`src/rtl/pipeline_pkg.sv`:
```
// Shared types and default widths for the pipeline stages.
// Stages import this to agree on FSM encodings and the writeback bundle layout.
package pipeline_pkg;

    localparam int DATA_W_DEF = 32;
    localparam int ADDR_W_DEF = 5;
    localparam int PC_W_DEF   = 32;
    localparam int TMO_W_DEF  = 8;

    typedef enum logic [1:0] {
        IDLE = 2'd0,
        REQ  = 2'd1,
        RSP  = 2'd2
    } mem_state_t;

    typedef struct packed {
        logic                  rf_we;
        logic [ADDR_W_DEF-1:0] rf_waddr;
        logic [DATA_W_DEF-1:0] rf_wdata;
    } wb_bundle_t;

endpackage

```
`src/rtl/memory_stage_wb_reg.sv`:
```
// Writeback pipeline register. A bubble clears the write enable and leaves the
// address/data fields holding their last values.
module wb_reg #(
    parameter int DATA_W = 32,
    parameter int ADDR_W = 5
) (
    input  logic              clk,
    input  logic              rst_n,
    input  logic              i_bubble,
    input  logic              i_we,
    input  logic [ADDR_W-1:0] i_waddr,
    input  logic [DATA_W-1:0] i_wdata,
    output logic              o_we,
    output logic [ADDR_W-1:0] o_waddr,
    output logic [DATA_W-1:0] o_wdata
);

    // NOTE: sequential state uses non-blocking assignments so every register
    // samples pre-edge values regardless of block evaluation order.
    always_ff @(posedge clk or negedge rst_n) begin
        if (!rst_n) begin
            o_we    <= 1'b0;
            o_waddr <= '0;
            o_wdata <= '0;
        end else if (i_bubble) begin
            o_we    <= 1'b0;
        end else begin
            o_we    <= i_we;
            o_waddr <= i_waddr;
            o_wdata <= i_wdata;
        end
    end

endmodule

```
`src/rtl/memory_stage.sv`:
```
// Memory stage: drives a req/gnt/rvalid data port for loads and stores, stalls
// upstream while an access is outstanding, resolves branches, registers WB.
module memory_stage
    import pipeline_pkg::*;
#(
    parameter int DATA_W = DATA_W_DEF,
    parameter int ADDR_W = ADDR_W_DEF,
    parameter int PC_W   = PC_W_DEF,
    parameter int TMO_W  = TMO_W_DEF
) (
    input  logic              clk,
    input  logic              reset,
    input  logic              rf_we_i,
    input  logic              mem_we_i,
    input  logic              mem2rf_i,
    input  logic              branch_i,
    input  logic              check_eq_i,
    input  logic [DATA_W-1:0] mem_wdata_i,
    input  logic [ADDR_W-1:0] rf_waddr_i,
    input  logic [DATA_W-1:0] alu_result_i,
    input  logic [PC_W-1:0]   pc_branch_i,
    output logic              dmem_req_o,
    output logic              dmem_we_o,
    output logic [DATA_W-1:0] dmem_addr_o,
    output logic [DATA_W-1:0] dmem_wdata_o,
    input  logic              dmem_gnt_i,
    input  logic              dmem_rvalid_i,
    input  logic [DATA_W-1:0] dmem_rdata_i,
    output logic              stall_o,
    output logic              branch_taken_o,
    output logic [PC_W-1:0]   pc_branch_o,
    output logic              rf_we_o,
    output logic [ADDR_W-1:0] rf_waddr_o,
    output logic [DATA_W-1:0] rf_wdata_o,
    output logic              dmem_err_o
);

    mem_state_t       r_state;
    mem_state_t       w_state_nxt;
    logic [TMO_W-1:0] r_tmo;
    logic             r_err;

    logic             w_mem_op;
    logic             w_rsp_done;
    logic             w_timeout;
    logic             w_stall;
    logic             w_alu_zero;
    logic             w_wb_we;
    logic [DATA_W-1:0] w_wb_wdata;

    assign w_mem_op   = mem_we_i | mem2rf_i;
    assign w_rsp_done = (r_state == RSP) && dmem_rvalid_i;

    // A response arriving on the last waiting cycle wins over the timeout.
    assign w_timeout  = (r_tmo == '1) &&
                        ((r_state == REQ) || ((r_state == RSP) && !dmem_rvalid_i));

    assign w_stall    = !w_timeout &&
                        (((r_state == IDLE) && w_mem_op) ||
                         (r_state == REQ) ||
                         ((r_state == RSP) && !dmem_rvalid_i));

    assign stall_o      = w_stall;
    assign dmem_req_o   = ((r_state == IDLE) && w_mem_op) ||
                          ((r_state == REQ) && !w_timeout);
    assign dmem_we_o    = mem_we_i;
    assign dmem_addr_o  = alu_result_i;
    assign dmem_wdata_o = mem_wdata_i;
    assign dmem_err_o   = r_err;

    assign w_alu_zero     = (alu_result_i == '0);
    assign branch_taken_o = branch_i && !w_stall &&
                            (check_eq_i ? w_alu_zero : !w_alu_zero);
    assign pc_branch_o    = pc_branch_i;

    // NOTE: every always_comb output gets a default first so no path leaves
    // it unassigned and infers a latch.
    always_comb begin
        w_state_nxt = r_state;
        unique case (r_state)
            IDLE: if (w_mem_op) w_state_nxt = dmem_gnt_i ? RSP : REQ;
            REQ: begin
                if (w_timeout)       w_state_nxt = IDLE;
                else if (dmem_gnt_i) w_state_nxt = RSP;
            end
            RSP: if (dmem_rvalid_i || w_timeout) w_state_nxt = IDLE;
            default: w_state_nxt = IDLE;
        endcase
    end

    always_ff @(posedge clk or negedge reset) begin
        if (!reset) begin
            r_state <= IDLE;
            r_tmo   <= '0;
            r_err   <= 1'b0;
        end else begin
            r_state <= w_state_nxt;
            if (w_state_nxt == IDLE)
                r_tmo <= '0;
            else if (r_state != IDLE)
                r_tmo <= r_tmo + TMO_W'(1);
            if (w_timeout)
                r_err <= 1'b1;
        end
    end

    // Stores and timed-out accesses never write the register file.
    assign w_wb_we    = w_rsp_done ? (rf_we_i & mem2rf_i) : rf_we_i;
    assign w_wb_wdata = (w_rsp_done && mem2rf_i) ? dmem_rdata_i : alu_result_i;

    wb_reg #(
        .DATA_W (DATA_W),
        .ADDR_W (ADDR_W)
    ) u_wb_reg (
        .clk      (clk),
        .rst_n    (reset),
        .i_bubble (w_stall | w_timeout),
        .i_we     (w_wb_we),
        .i_waddr  (rf_waddr_i),
        .i_wdata  (w_wb_wdata),
        .o_we     (rf_we_o),
        .o_waddr  (rf_waddr_o),
        .o_wdata  (rf_wdata_o)
    );

endmodule

```
`config.mk`:
```
export PLATFORM = sky130hd
export DESIGN_NAME = memory_stage
export DESIGN_NICKNAME = d
export VERILOG_FILES = /design/src/rtl/pipeline_pkg.sv /design/src/rtl/memory_stage_wb_reg.sv /design/src/rtl/memory_stage.sv
export SDC_FILE = /design/constraint.sdc
export NUM_CORES = 1
export LEC_CHECK = 0
export ABC_AREA = 1
export BUFFER_PORTS_ARGS = -buffer_cell sky130_fd_sc_hd__clkbuf_2
export CELL_PAD_IN_SITES_DETAIL_PLACEMENT = 1
export CELL_PAD_IN_SITES_GLOBAL_PLACEMENT = 2
export CORE_MARGIN = 8
export CORE_UTILIZATION = 21
export DETAILED_ROUTE_END_ITERATION = 6
export GPL_TIMING_DRIVEN = 0
export PLACE_DENSITY_LB_ADDON = 0.1
export SLEW_MARGIN = 20
export SYNTH_ARGS = -nofsm -noshare
export SYNTH_HDL_FRONTEND = slang
export SYNTH_SLANG_ARGS = --single-unit
```
`constraint.sdc`:
```
create_clock -name clk -period 2.87 [get_ports clk]
set_input_delay 0.287 -clock clk [delete_from_list [all_inputs] [get_ports clk]]
set_output_delay 0.287 -clock clk [all_outputs]
set_load 0.05 [all_outputs]
```
==> results.cfg <==
[status]
outcome = finished clean

[grt]
grt_pass1_vias = 3901
grt_pass1_wl_mm = 21.5
grt_use_total_pct = 13.7
antenna_found_initial = 0
grt_max_degree = 28
overflow = 0

[synthesis]
syn_nets = 527
yosysUniqueCellTypes = 26
syn-cell-area_um2 = 3340
avgSynthCellArea_um2 = 8.70
ys_seq_area_share_pct = 36.7
syn_inst = 384
ys_warn_count = 0
yosys_register_bits = 49

[timing]
fin_skew_ns = 0.00298
slew_viol_final = 0
min_period_ns = 2.28
hold_violations = 0
final-setup-viol-count = 0
fmax_mhz = 438
setup_ws_ns = 0.587
maxSlewHeadroom_pct = 65.1
tns_ns = 0
rsz0062_at_grt = no
finalCritPeriodShare_pct = 79.6
tightest_slew_ns = 0.524

[flow_run]
max_cap_violations = 0

[floorplan]
core_um2 = 15700
die_height_um = 142
die-area_um2 = 20200
row_count = 46
ios = 281
die_w_um = 142
start_util_pct = 21.3

[cells_and_area]
fillers = 1967
post_route_cells_drive_above_1_share_pct = 57.4
syn_to_final_growth_pct = 45.9
finish.net_count = 750
regArea_um2 = 1230
final_area_um2 = 4870
multiInputGateArea_um2 = 1210

[clock_network]
cts_max_level = 2
clock_latency_ns = 0.30
cts_tree = yes
clk_path_buf_depth = 2
ctsHoldBuffers = 1
cts_buffers = 5
clock-sinks = 49
cts_setup_buffers = 0
cts-resized-gates = 0
clk_pin_slew_worst_paths_ns = 0.07
root_buffer = clkbuf_16

[drt]
route.detailed.drc = 0
firstDrtPassIters = 4
num_vias = 3434
drtAntennaViolNets = 0
drt_iter0_drc = 121
routed_via_density = 4.16
drt_wl_total_mm = 14.1
wl_per_cell_um = 17.1

[pwr]
p_sw_mw = 2.76
switching_share_pct = 53.9
power.share.sequential_pct = 22.9
total_power_mw = 5.11
power.share.combinational_pct = 64.3
p_per_area_nw_per_um2 = 1050
peakVddDrop_v = 0.000359
p_int_mw = 2.35
power.share.clock_pct = 12.8
p_leak_nw = 2.55

[placed_design]
gp_congestion = 0.747
portBuffers = 214
dp_hpwl_mm = 11.7
post_dp_cell_area_um2 = 4700
place_ws_ns = 0.871

[critical_path]
critPathSlowestCell = dfrtp_1
r2r_start = r_state[0]
arrival_ns = 2.00
critical_path.startpoint_type = register
crit_buf_inv = 3
cp_max_fo = 10
ff2ff_setup_slack_ns = 1.19
end_kind = output pin
cp_num_cells = 7
path_cells = nor2_2 > nand2_2 > nand3_4 > buf_6 > nand2_4 > inv_1 > clkbuf_2
critical_path.top_delay_family = simple AND/OR/NAND/NOR gates
r2r_end = u_wb_reg.o_wdata[7]
required_ns = 2.58
crit_path_max_incr_delay_ns = 0.45
ff2ff_path_depth = 5
critPathKind = register to output pin

[min_path]
min_path_cells = 3
hold_path.class = primary input to register
hold_end = u_wb_reg.o_waddr[2]
hold_start = rf_waddr_i[2]
-- synth_stat cells, drive strengths merged --
cell type | n | share of area, %
ha | 1 | 0.37
buf | 107 | 24
xor2 | 4 | 1.0
nand4 | 33 | 6.2
nor2 | 36 | 4.3
dfrtp | 49 | 37
a2bb2oi | 32 | 10
clkbuf | 11 | 1.2
inv | 14 | 1.6
nand3 | 7 | 1.4
o21ai | 2 | 0.30
nand2 | 49 | 5.8
a21oi | 36 | 5.6
o21bai | 1 | 0.22
xnor2 | 1 | 0.26
nor3 | 1 | 0.30
-- layout by cell type (no fill, tap or decap), types with 2 or more instances in the layout --
cell type  instances
clkbuf_2         213
buf_4            100
dfrtp_1           49
nand2_1           47
nor2_1            34
a21oi_1           34
nand4_1           33
a2bb2oi_1         22
inv_1             13
clkbuf_1          11
a2bb2oi_2         10
nand3_1            6
clkbuf_16          5
buf_6              4
xor2_1             4
buf_2              3
o21ai_0            2
a21oi_2            2
clkbuf_8           2
-- state kept, by name, indices dropped and copies added (netlist names) --
signal / count
dmem_err_o: 1
r_state: 2
r_tmo: 8
u_wb_reg.o_waddr: 5
u_wb_reg.o_wdata: 32
u_wb_reg.o_we: 1
-- metal layers --
layer	up-vias	wire length, um	part of all wire, %	global-route usage, %
li1	1660	-	-	-
met1	1623	5090	36	14.5
met2	140	7270	51	24.6
met3	11	1600	11	6.04
met4	0	155	1.1	3.05
met5	-	0	0	0
-- stage by stage --
step | hold slack, ns | util [%] | std cells
global placement | 0.449 | 29.8 | 814
CTS | 0.169 | 31.0 | 824
detailed placement | 0.263 | 29.9 | 815
global route | 0.181 | 31.0 | 824
finish | 0.179 | 31.0 | 825
floorplan | -0.00859 | - | 384
-- how the worst max path moves through the flow --
stage,from,end,slack (ns)
3_5_place_dp,r_state[0],stall_o,0.87
4_1_cts,r_state[0],stall_o,0.53
6_report,r_state[0],stall_o,0.59
5_1_grt,r_state[0],stall_o,0.38
3_3_place_gp,r_state[0],stall_o,0.88
2_1_floorplan,r_state[1],branch_taken_o,0.82
-- tightest hold or removal path, cell delays in order --
cell	delay, ns
clkbuf_2	0.07
nand2_1	0.04
nand2_1	0.04
-- cell families after synthesis --
family / synth area share (%)
buf+inv: 27.2
xor+xnor: 1.31
fa+ha+maj: 0.374
compound gates: 16.4
simple gates: 18.1
flops: 36.7
-- cell type report --
type,instances,share of cell area (%)
multi-input combinational,203,24.8
sequential,49,25.2
antenna,1,0.0513
inverter,14,1.13
tap,216,5.54
timing repair buffer,216,22.6
clock buffer,7,3.13
buffer,118,17.5
clock inverter,1,0.103
-- power by group through the flow --
stage	clock, mW	combinational [mW]	sequential [mW]
global placement	0	3.32	1.18
detailed placement	0	3.35	1.18
floorplan	0	1.57	2.10
finish	0.653	3.29	1.17
CTS	0.688	3.35	1.18
global route	0.715	3.53	1.21
Note: power is estimated with default switching activity, not from simulation.
